### src/rtl/fwd_hazard_ctrl.sv
// Forwarding select, load-use and mult/div hazard detection for the EX/ID stages.
// Optional stall cycle counter enabled with `define HAZ_STALL_COUNT_EN.
module fwd_hazard_ctrl #(
  parameter int unsigned MULT_CYCLES = 4,
  parameter int unsigned DIV_CYCLES  = 32
) (
  input  logic       clk,
  input  logic       rst,
  input  logic [4:0] id_rs,
  input  logic [4:0] id_rt,
  input  logic       id_uses_rs,
  input  logic       id_uses_rt,
  input  logic       id_is_mfhilo,
  input  logic       id_is_md,
  input  logic [4:0] ex_rs,
  input  logic [4:0] ex_rt,
  input  logic       ex_memread,
  input  logic [4:0] ex_rd,
  input  logic       ex_start_mult,
  input  logic       ex_start_div,
  input  logic       mem_regwrite,
  input  logic [4:0] mem_rd,
  input  logic       mem_is_link,
  input  logic       wb_regwrite,
  input  logic [4:0] wb_rd,
  output logic [1:0] rs_fsel,
  output logic [1:0] rt_fsel,
  output logic       stall,
  output logic       id_ex_flush,
`ifdef HAZ_STALL_COUNT_EN
  output logic [31:0] stall_cnt,
`endif
  output logic       md_busy
);

  localparam int unsigned CNT_W = 6;

  typedef enum logic {IDLE, BUSY} md_state_t;

  md_state_t        state, state_nxt;
  logic [CNT_W-1:0] md_cnt, md_cnt_nxt;
  logic             load_use;
  logic             md_haz;

  // EX_MEM beats MEM_WB; register 0 is never forwarded
  function automatic logic [1:0] fsel(input logic [4:0] src,
                                      input logic       m_we,
                                      input logic [4:0] m_rd,
                                      input logic       m_link,
                                      input logic       w_we,
                                      input logic [4:0] w_rd);
    logic [1:0] sel;
    sel = 2'd0;
    if (m_we && (m_rd == src) && (m_rd != 5'd0))
      sel = m_link ? 2'd2 : 2'd1;
    else if (w_we && (w_rd == src) && (w_rd != 5'd0))
      sel = 2'd3;
    return sel;
  endfunction

  always_comb begin
    rs_fsel = fsel(ex_rs, mem_regwrite, mem_rd, mem_is_link, wb_regwrite, wb_rd);
    rt_fsel = fsel(ex_rt, mem_regwrite, mem_rd, mem_is_link, wb_regwrite, wb_rd);
  end

  always_comb begin
    load_use = ex_memread && (ex_rd != 5'd0) &&
               ((id_uses_rs && (id_rs == ex_rd)) || (id_uses_rt && (id_rt == ex_rd)));
    md_busy  = (state == BUSY);
    md_haz   = md_busy && (id_is_mfhilo || id_is_md);
    stall       = load_use || md_haz;
    id_ex_flush = load_use || md_haz;
  end

  always_ff @(posedge clk or posedge rst) begin
    if (rst) begin
      state  <= IDLE;
      md_cnt <= '0;
    end else begin
      state  <= state_nxt;
      md_cnt <= md_cnt_nxt;
    end
  end

  // Divide wins over multiply; starts while busy are dropped
  always_comb begin
    state_nxt  = state;
    md_cnt_nxt = md_cnt;
    case (state)
      IDLE: begin
        if (ex_start_div) begin
          state_nxt  = BUSY;
          md_cnt_nxt = CNT_W'(DIV_CYCLES);
        end else if (ex_start_mult) begin
          state_nxt  = BUSY;
          md_cnt_nxt = CNT_W'(MULT_CYCLES);
        end
      end
      BUSY: begin
        if (md_cnt == CNT_W'(1)) begin
          state_nxt  = IDLE;
          md_cnt_nxt = '0;
        end else begin
          md_cnt_nxt = md_cnt - CNT_W'(1);
        end
      end
      default: begin
        state_nxt  = IDLE;
        md_cnt_nxt = '0;
      end
    endcase
  end

`ifdef HAZ_STALL_COUNT_EN
  always_ff @(posedge clk or posedge rst) begin
    if (rst)
      stall_cnt <= '0;
    else if (stall)
      stall_cnt <= stall_cnt + 32'd1;
  end
`endif

endmodule

### config.mk
export PLATFORM = sky130hd
export DESIGN_NAME = fwd_hazard_ctrl
export DESIGN_NICKNAME = d
export VERILOG_FILES = /design/src/rtl/fwd_hazard_ctrl.sv
export SDC_FILE = /design/constraint.sdc
export NUM_CORES = 1
export LEC_CHECK = 0
export ABC_AREA = 1
export BUFFER_PORTS_ARGS = -buffer_cell sky130_fd_sc_hd__buf_2
export CORE_AREA = 2 2 60 51
export CTS_CLUSTER_SIZE = 8
export DETAILED_ROUTE_END_ITERATION = 8
export DIE_AREA = 0 0 62 53
export HOLD_SLACK_MARGIN = 0.06
export PLACE_DENSITY = 0.84
export REMOVE_ABC_BUFFERS = 1
export SYNTH_ARGS = -nofsm -noshare
export SYNTH_HDL_FRONTEND = slang
export SYNTH_SLANG_ARGS = --single-unit
### constraint.sdc
create_clock -name clk -period 1.2 [get_ports clk]
set_clock_uncertainty 0.1 [all_clocks]
set_input_delay 0.24 -clock clk [delete_from_list [all_inputs] [get_ports clk]]
set_output_delay 0.24 -clock clk [all_outputs]
set_load 0.005 [all_outputs]
* After elaboration in Yosys (flattened, before gate mapping)
Index checks and enable logic that the tools add are counted.
Word-level totals: bits in registers 7, latch bits 0, memory bits (writable) 0, ROM bits 0, input port bits 47, output and inout port bits 7, memories kept 0
Cells by class: $add $sub $neg 1, multipliers 0, div/mod/pow operators 0, magnitude comparators 0, eq/ne operators 8, shifts and indexed selects 0, mux-type cells 13, bitwise logic cells 1, reduce and logical (&&, ||, !) cells 19
Operators with widths (number):
- equality test 5 bit | 6
- two-way mux 6 bit | 3
- nonzero test 5 bit | 3
- logical AND 1 bit | 13
- one-hot mux 6 bit (2 select lines) | 1
- two-way mux 2 bit | 5
- equality test 6 x 1 -> 1 bit, second input constant | 1
- subtractor 6 x 1 -> 6 bit, second input constant | 1
- logical OR 1 bit | 3
- two-way mux 1 bit | 3
- inequality test 3 bit, second input constant | 1
- one-hot mux 1 bit (2 select lines) | 1
- inverter 1 bit | 1

* Depth between registers and ports, before layout
Gate-level depths: netlist of the first run.
word-level depth 5, mapped depth 9, gate-level depth less buffers 9

* Worst setup path before layout of the first run
Ideal clock, no wire load.
path kind register to register, start reg state, in the netlist md_busy, end reg md_cnt[2], arrival time 0.962 ns, data required time 0.977 ns, setup slack 0.015 ns, stages on the path, launching flop included 6, path buffers 0, clock period less this slack 1.185 ns, cell sequence dfrtp_1 or2_1 nor2_4 inv_2 nor2_1 a21oi_1
On the way: word-level cells in the longest chain between the ends 2, elaborated cells between the ends (all ways) 3, those cells by class eq/ne (1); mux (1); bitwise (1)
RTL lines:
- from (decl) | RTL line 40 | md_state_t state, state_nxt;
- from (signal assigned) | RTL line 80 | state <= state_nxt;
- inverter 1 bit
- one-hot mux 6 bit (2 select lines) or inequality test 3 bit (tied branches)
- to (signal assigned) | RTL line 81 | md_cnt <= md_cnt_nxt;
- to (decl) | RTL line 41 | logic [CNT_W-1:0] md_cnt, md_cnt_nxt;
Several ways; a longest one is shown, not always the timed one. A chain may end at the register's enable or synchronous reset.

* Final worst setup path of the first run
start in mem_rd[2], end out rs_fsel[0]
On the way: word-level cells in the longest chain between the ends 4, elaborated cells between the ends (all ways) 5, those cells by class eq/ne (1); mux (1); reduce/logical (3)
RTL lines:
- from (decl) | RTL line 22 | input logic [4:0] mem_rd,
- equality test 5 bit | RTL line 54 | if (m_we && (m_rd == src) && (m_rd != 5'd0))
- logical AND 1 bit | RTL line 54
- logical AND 1 bit * | RTL line 54
- two-way mux 2 bit * | RTL line 54
- to (decl) | RTL line 26 | output logic [1:0] rs_fsel,
Every way passes the cells marked *; elsewhere a longest branch is shown, timed or not.

==> results of run 1 <==
[metrics by stage]
step                instances  TNS [ps]  power, uW  util [%]
detailed placement        302     -1620       1340      53.4
global placement          302     -1260       1300      53.4
floorplan                 203         0        976         -
finish                    312     -1380       2110      68.9
CTS                       311     -1240       1830      60.8
global route              312     -2320       2280      68.9
[final timing paths]
kind                              start         end  slack [ps]
max                           mem_rd[2]  rs_fsel[0]        -220
min                        ex_start_div   md_cnt[5]         160
max reg2reg                   md_cnt[1]   md_cnt[5]         -80
min reg2reg                   md_cnt[5]   md_cnt[5]         480
max in group asynchronous           rst   md_cnt[0]         400
min in group asynchronous           rst   md_cnt[4]         360
[report_power, final]
group / internal, uW / switching (uW)
logic: 725 / 694
clock network: 127 / 88.4
registers: 360 / 115
[layout make-up]
cell class | count | area, sq um | share of cell area [%]
multi-input cells | 154 | 890 | 48.5
repair buffers | 67 | 518 | 28.3
flip-flops and latches | 7 | 176 | 9.62
inverters | 42 | 175 | 9.56
well taps | 38 | 47.5 | 2.59
clock buffers | 4 | 26.3 | 1.43
[what timing repair did]
action,in CTS,in global routing
pin swaps,16,35
hold buffers,1,0
buffers inserted,4,1
resized for setup,40,72
gates cloned,0,0
hold endpoints to repair,7,0
endpoints found under the setup margin,13,14
[critical path, cell delays in order]
cell	delay [ps]
buf_8	100
or2_4	250
nor2_4	130
nor2_2	60
nand2_1	60
nand2_1	60
nand2_1	60
buf_2	100
[flip-flops by register name, summed over array words and instances (netlist names)]
signal and count:
md_cnt 6, md_busy 1
[per-layer routing]
layer / track usage, % / vias to the layer above
met1: 22.1 / 642
met5: 0 / -
li1: - / 753
met2: 37.5 / 77
met3: 4.65 / 10
met4: 3.19 / 0
[cell usage in the layout (no fill, tap or decap), drive strengths merged, types with 4 or more instances in the layout]
cell and n:
xor2 4, clkbuf 4, o21ai 9, nor2 30
nand2 82, buf 66, nand3 12, inv 42
dfrtp 7, nand4 4
[logic make-up after synthesis]
logic type	Yosys count	synth area share, %
compound gates	15	8.19
flops	7	16.6
buf+inv	43	15.7
xor+xnor	7	5.82
simple gates	130	51.3
fa+ha+maj	2	2.37
==> summary.md, run 1 <==
| Metric | Value |
|---|---|
| Outcome | `finished, violations left` |
| Failing checks | `negative setup slack` |
| CTS Root Cell | `clkbuf_4` |
| Share of cells above drive strength 1 | `51.8%` |
| Dpl ws | `-232 ps` |
| CTS tree | `built` |
| Largest net degree at the start of global routing | `8` |
| Netlist Area Pre-Place | `1050 sq um` |
| Top cells by area, synth | `nand2_1 29%, dfrtp_1 17%, inv_1 12%, nor2_1 8.9%, nand3_1 5.7%` |
| Nets | `324` |
| Max capacitance violation total | `0` |
| Vias in the first global route | `1202` |
| Commonest cells in the netlist | `82 x nand2_1, 35 x inv_1, 25 x nor2_1` |
| Final hold viol count | `0` |
| Initial antenna violation count | `0` |
| Max Clk Rate | `704 MHz` |
| Final Critical Period | `1420 ps` |
| Share of the synthesized area in the top cell type | `29.2%` |
| Vias per cell | `4.75` |
| Mean post-synth cell area | `5.16 sq um` |
| Top-count cell post-synth | `nand2_1` |
| Routability Congestion | `0.891` |
| DRT Pass-1 Iters | `4` |
| Critical Path End Type | `output port` |
| Wire length on met3 | `242 microns` |
| Startpoint types | `primary input` |
| N_diodes | `0` |
| Post-synthesis sequential area ratio | `16.6%` |
| FF+latch count, synth | `7` |
| Die Ht | `53 microns` |
| First-iteration detailed-routing DRC count | `41` |
| Core area | `2660 sq um` |
| CP Max Fanout | `4` |
| DRC viols | `0` |
| Clk sinks | `7` |
| Avg WL per Cell | `11.2 microns` |
| Finish-stage setup viols | `12` |
| Max-slew headroom | `81.1%` |
| Antenna viol nets, final | `0` |
| Post-synth EDFFs | `0` |
| Hold slack | `161 ps` |
| Placed instance area | `1420 sq um` |
| I/O Buffers | `53` |
| Area growth syn-to-layout | `74.0%` |
| Worst EP arrival | `1080 ps` |
| WL final | `3500 microns` |
| Hold path depth | `3` |
| Hold Path Class | `in -> reg` |
| Fill count | `231` |
| First-pass GRT wire length | `4870 microns` |
| Gr usage total | `19.7%` |
| Max VDD drop | `0.000675 V` |
| PwrDens | `1150 nW/um^2` |
| Synth unique cells | `21` |
| Critical path class | `in -> out` |
| RSZ-0062 raised after global routing | `true` |
| Die W | `62 microns` |
| Worst-margin pin slew | `283 ps` |
| Mapped Cells | `204` |
| Max-slew violations | `0` |
| Synth Warn # | `0` |
| Initial Utilization | `39.6%` |
| Rows | `17` |
| Final setup margin | `-221 ps` |
| Hpwl dp | `2320 microns` |
| Final Cycle Share | `118%` |
| Register-to-Register Path Depth | `7` |
| H-tree levels | `1` |
| M1 WL | `1350 microns` |
| Uppermost layer routed | `met4` |
| Primary FF master, synth | `dfrtp_1` |
| Finished Cell Area | `1830 sq um` |
| CTS Buf Count | `3` |
| Area leader, netlist | `nand2_1` |
| Longest Clk Path Bufs | `2` |
| Via count | `1482` |
| Met2 WL | `1830 microns` |
| Ys async rst share | `100%` |
| WP data required | `860 ps` |
| Ports | `54` |
| Total grt overflow | `0` |
| Die Area | `3290 sq um` |
| Clock Pin Slew Worst Setup and Hold Paths | `50 ps` |
| Leakage | `0.00102 uW` |
| Latest clock arrival within the worst-skew pair | `260 ps` |
Power figures use the tool's default switching activity.
==> inputs of run 2 (changes only) <==
--- a/config.mk
+++ b/config.mk
@@ -14,6 +14,7 @@
 export HOLD_SLACK_MARGIN = 0.06
 export PLACE_DENSITY = 0.84
 export REMOVE_ABC_BUFFERS = 1
+export SKIP_LAST_GASP = 1
 export SYNTH_ARGS = -nofsm -noshare
 export SYNTH_HDL_FRONTEND = slang
 export SYNTH_SLANG_ARGS = --single-unit
==> summary.md, run 2 (synthesis results as in run 1) <==
| Metric | Value |
|---|---|
| Crit path cell chain | `buf_8 > or2_4 > nor2_4 > nor2_2 > nand2_1 > nand2_1 > nand2_1 > buf_2 (unchanged)` |
| Register-to-Register Path Depth | `7 (unchanged)` |
| Leakage | `0.00103 uW (was 0.00102 uW)` |
| Tot Pwr | `2140 uW (was 2110 uW)` |
| Initial antenna violation count | `0 (unchanged)` |
| Commonest non-fill, non-tap cell in the layout | `nand2_1 (unchanged)` |
| RSZ-0062 raised after global routing | `true (unchanged)` |
| WL final | `3510 microns (was 3500 microns)` |
| Final setup margin | `-223 ps (was -221 ps)` |
| Max Clk Rate | `703 MHz (was 704 MHz)` |
| TNS Setup | `-1430 ps (was -1380 ps)` |
| Die W | `62 microns (unchanged)` |
| Clock Power Share | `10.0% (was 10.2%)` |
| PwrDens | `1160 nW/um^2 (was 1150 nW/um^2)` |
| Final hold viol count | `0 (unchanged)` |
| Max reg flops | `6 (unchanged)` |
| Final Critical Period | `1420 ps (about the same)` |
| Nets | `324 (unchanged)` |
| Reg area | `176 sq um (unchanged)` |
| Switching share of power | `42.9% (was 42.6%)` |
| Failing checks | `negative setup slack (unchanged)` |
| Worst EP arrival | `1080 ps (about the same)` |
| DRT Pass-1 Iters | `4 (unchanged)` |
| Total grt overflow | `0 (unchanged)` |
| Fill count | `234 (was 231)` |
| Commonest non-fill, non-tap cells in the layout | `65 x nand2_1, 31 x buf_2, 20 x inv_1 (unchanged)` |
| Worst-margin pin slew | `286 ps (was 283 ps)` |
| Power Internal | `1220 uW (was 1210 uW)` |
| CTS Buf Count | `3 (unchanged)` |
| Ports | `54 (unchanged)` |
| Max capacitance violation total | `0 (unchanged)` |
| Most frequent CP cell | `nand2_1 (unchanged)` |
| Share of cells above drive strength 1 | `52.2% (was 51.8%)` |
| Dpl ws | `-232 ps (unchanged)` |
| Max-slew violations | `0 (unchanged)` |
| Vias per cell | `4.78 (was 4.75)` |
| First-iteration detailed-routing DRC count | `44 (was 41)` |
| Startpoint types | `primary input (unchanged)` |
| P_sw | `917 uW (was 898 uW)` |
| Area growth syn-to-layout | `74.5% (was 74.0%)` |
| CTS Root Cell | `clkbuf_4 (unchanged)` |
| Final Cycle Share | `119% (was 118%)` |
| Hpwl dp | `2320 microns (unchanged)` |
| Die Area | `3290 sq um (unchanged)` |
| Largest delay share family, worst path | `simple AND/OR/NAND/NOR gates (unchanged)` |
| Die Ht | `53 microns (unchanged)` |
| Top reg by flops | `md_cnt (unchanged)` |
| Via count | `1491 (was 1482)` |
| Initial Utilization | `39.6% (unchanged)` |
| Clk sinks | `7 (unchanged)` |
| DRC viols | `0 (unchanged)` |
| CTS tree | `built (unchanged)` |
| I/O Buffers | `53 (unchanged)` |
| Max incr delay on CP | `250 ps (about the same)` |
| First-pass GRT wire length | `4880 microns (was 4870 microns)` |
| Gr usage total | `19.7% (unchanged)` |
| Comb pwr share | `67.8% (was 67.3%)` |
| H-tree levels | `1 (unchanged)` |
| Seq pwr share | `22.1% (was 22.5%)` |
| Crit path buffers/inverters | `2 (unchanged)` |
| N_diodes | `0 (unchanged)` |
| Outcome | `finished, violations left (unchanged)` |
| Latest clock arrival within the worst-skew pair | `260 ps (about the same)` |
| Hold slack | `172 ps (was 161 ps)` |
| Critical path class | `in -> out (unchanged)` |
| Max VDD drop | `0.000693 V (was 0.000675 V)` |
| Avg WL per Cell | `11.2 microns (about the same)` |
| Longest Clk Path Bufs | `2 (unchanged)` |
| Finish-stage setup viols | `13 (was 12)` |
| WP data required | `860 ps (about the same)` |
| Vias in the first global route | `1206 (was 1202)` |
| CP Max Fanout | `4 (unchanged)` |
| Routability Congestion | `0.891 (unchanged)` |
| Max-slew headroom | `80.9% (was 81.1%)` |
| Hold Path Class | `in -> reg (unchanged)` |
| Clock Pin Slew Worst Setup and Hold Paths | `50 ps (about the same)` |
| Worst path depth | `8 (unchanged)` |
| Hold path depth | `3 (unchanged)` |
| Critical Path End Type | `output port (unchanged)` |
| Core area | `2660 sq um (unchanged)` |
| Largest net degree at the start of global routing | `8 (unchanged)` |
| Slowest CP cell | `or2_4 (unchanged)` |
| Antenna viol nets, final | `0 (unchanged)` |
| Rows | `17 (unchanged)` |
| Multi-input logic area | `895 sq um (was 890 sq um)` |
[run 2: cell types whose count changed in the layout (fill, tap and decap cells not counted)]
cell / previous run / this run
nand3_2: 5 / 6
nand3_1: 7 / 6
[run 2: worst paths after layout]
| check | startpoint | endpoint | slack (ps) |
|---|---|---|---|
| setup / recovery | mem_rd[2] | rs_fsel[1] | -220 |
| max in group asynchronous | rst | md_cnt[0] | 390 |
| setup reg to reg | md_cnt[1] | md_cnt[5] | -100 |
| min in group asynchronous | rst | md_cnt[4] | 360 |
| hold / removal | ex_start_div | md_cnt[5] | 170 |
| hold reg to reg | md_cnt[5] | md_cnt[5] | 490 |
[run 2: power groups by stage]
| stage | registers, uW | clock network (uW) | logic [uW] |
|---|---|---|---|
| 2_1_floorplan | 435 | 0 | 542 |
| 3_3_place_gp | 430 | 0 | 874 |
| 3_5_place_dp | 440 | 0 | 903 |
| 4_1_cts | 458 | 219 | 1140 |
| 5_1_grt | 487 | 241 | 1570 |
| 6_report | 473 | 214 | 1450 |
[run 2: layout make-up]
type,instances,share of cell area (%)
flip-flops and latches,7,9.60
multi-input cells,154,48.7
inverters,42,9.53
well taps,38,2.59
clock buffers,4,1.43
repair buffers,67,28.2
[run 2: routing by layer]
metal  global-route usage, %  wire length [microns]  vias up
li1                        -                      -      753
met1                    22.1                   1340      647
met2                    37.5                   1830       79
met3                    4.65                    242       12
met4                    3.19                     95        0
met5                       0                      0        -
[run 2: worst min-delay path, stage by stage]
cell,delay [ps]
buf_2,90
nand2_1,80
nand3_2,90
[run 2: stage by stage]
step	std cells	cell area [sq um]	utilization (%)
after global placement	302	1420	53.4
after CTS	311	1610	60.7
final	312	1840	69.1
after floorplan	203	1050	-
after detailed placement	302	1420	53.4
after global routing	312	1840	69.1
[run 2: repair_timing]
action,4_1_cts,5_1_grt
hold buffers,1,0
pin swaps,15,36
endpoints found under the hold margin,7,0
setup endpoints to repair,13,14
setup buffers,4,1
gates resized for setup,39,74
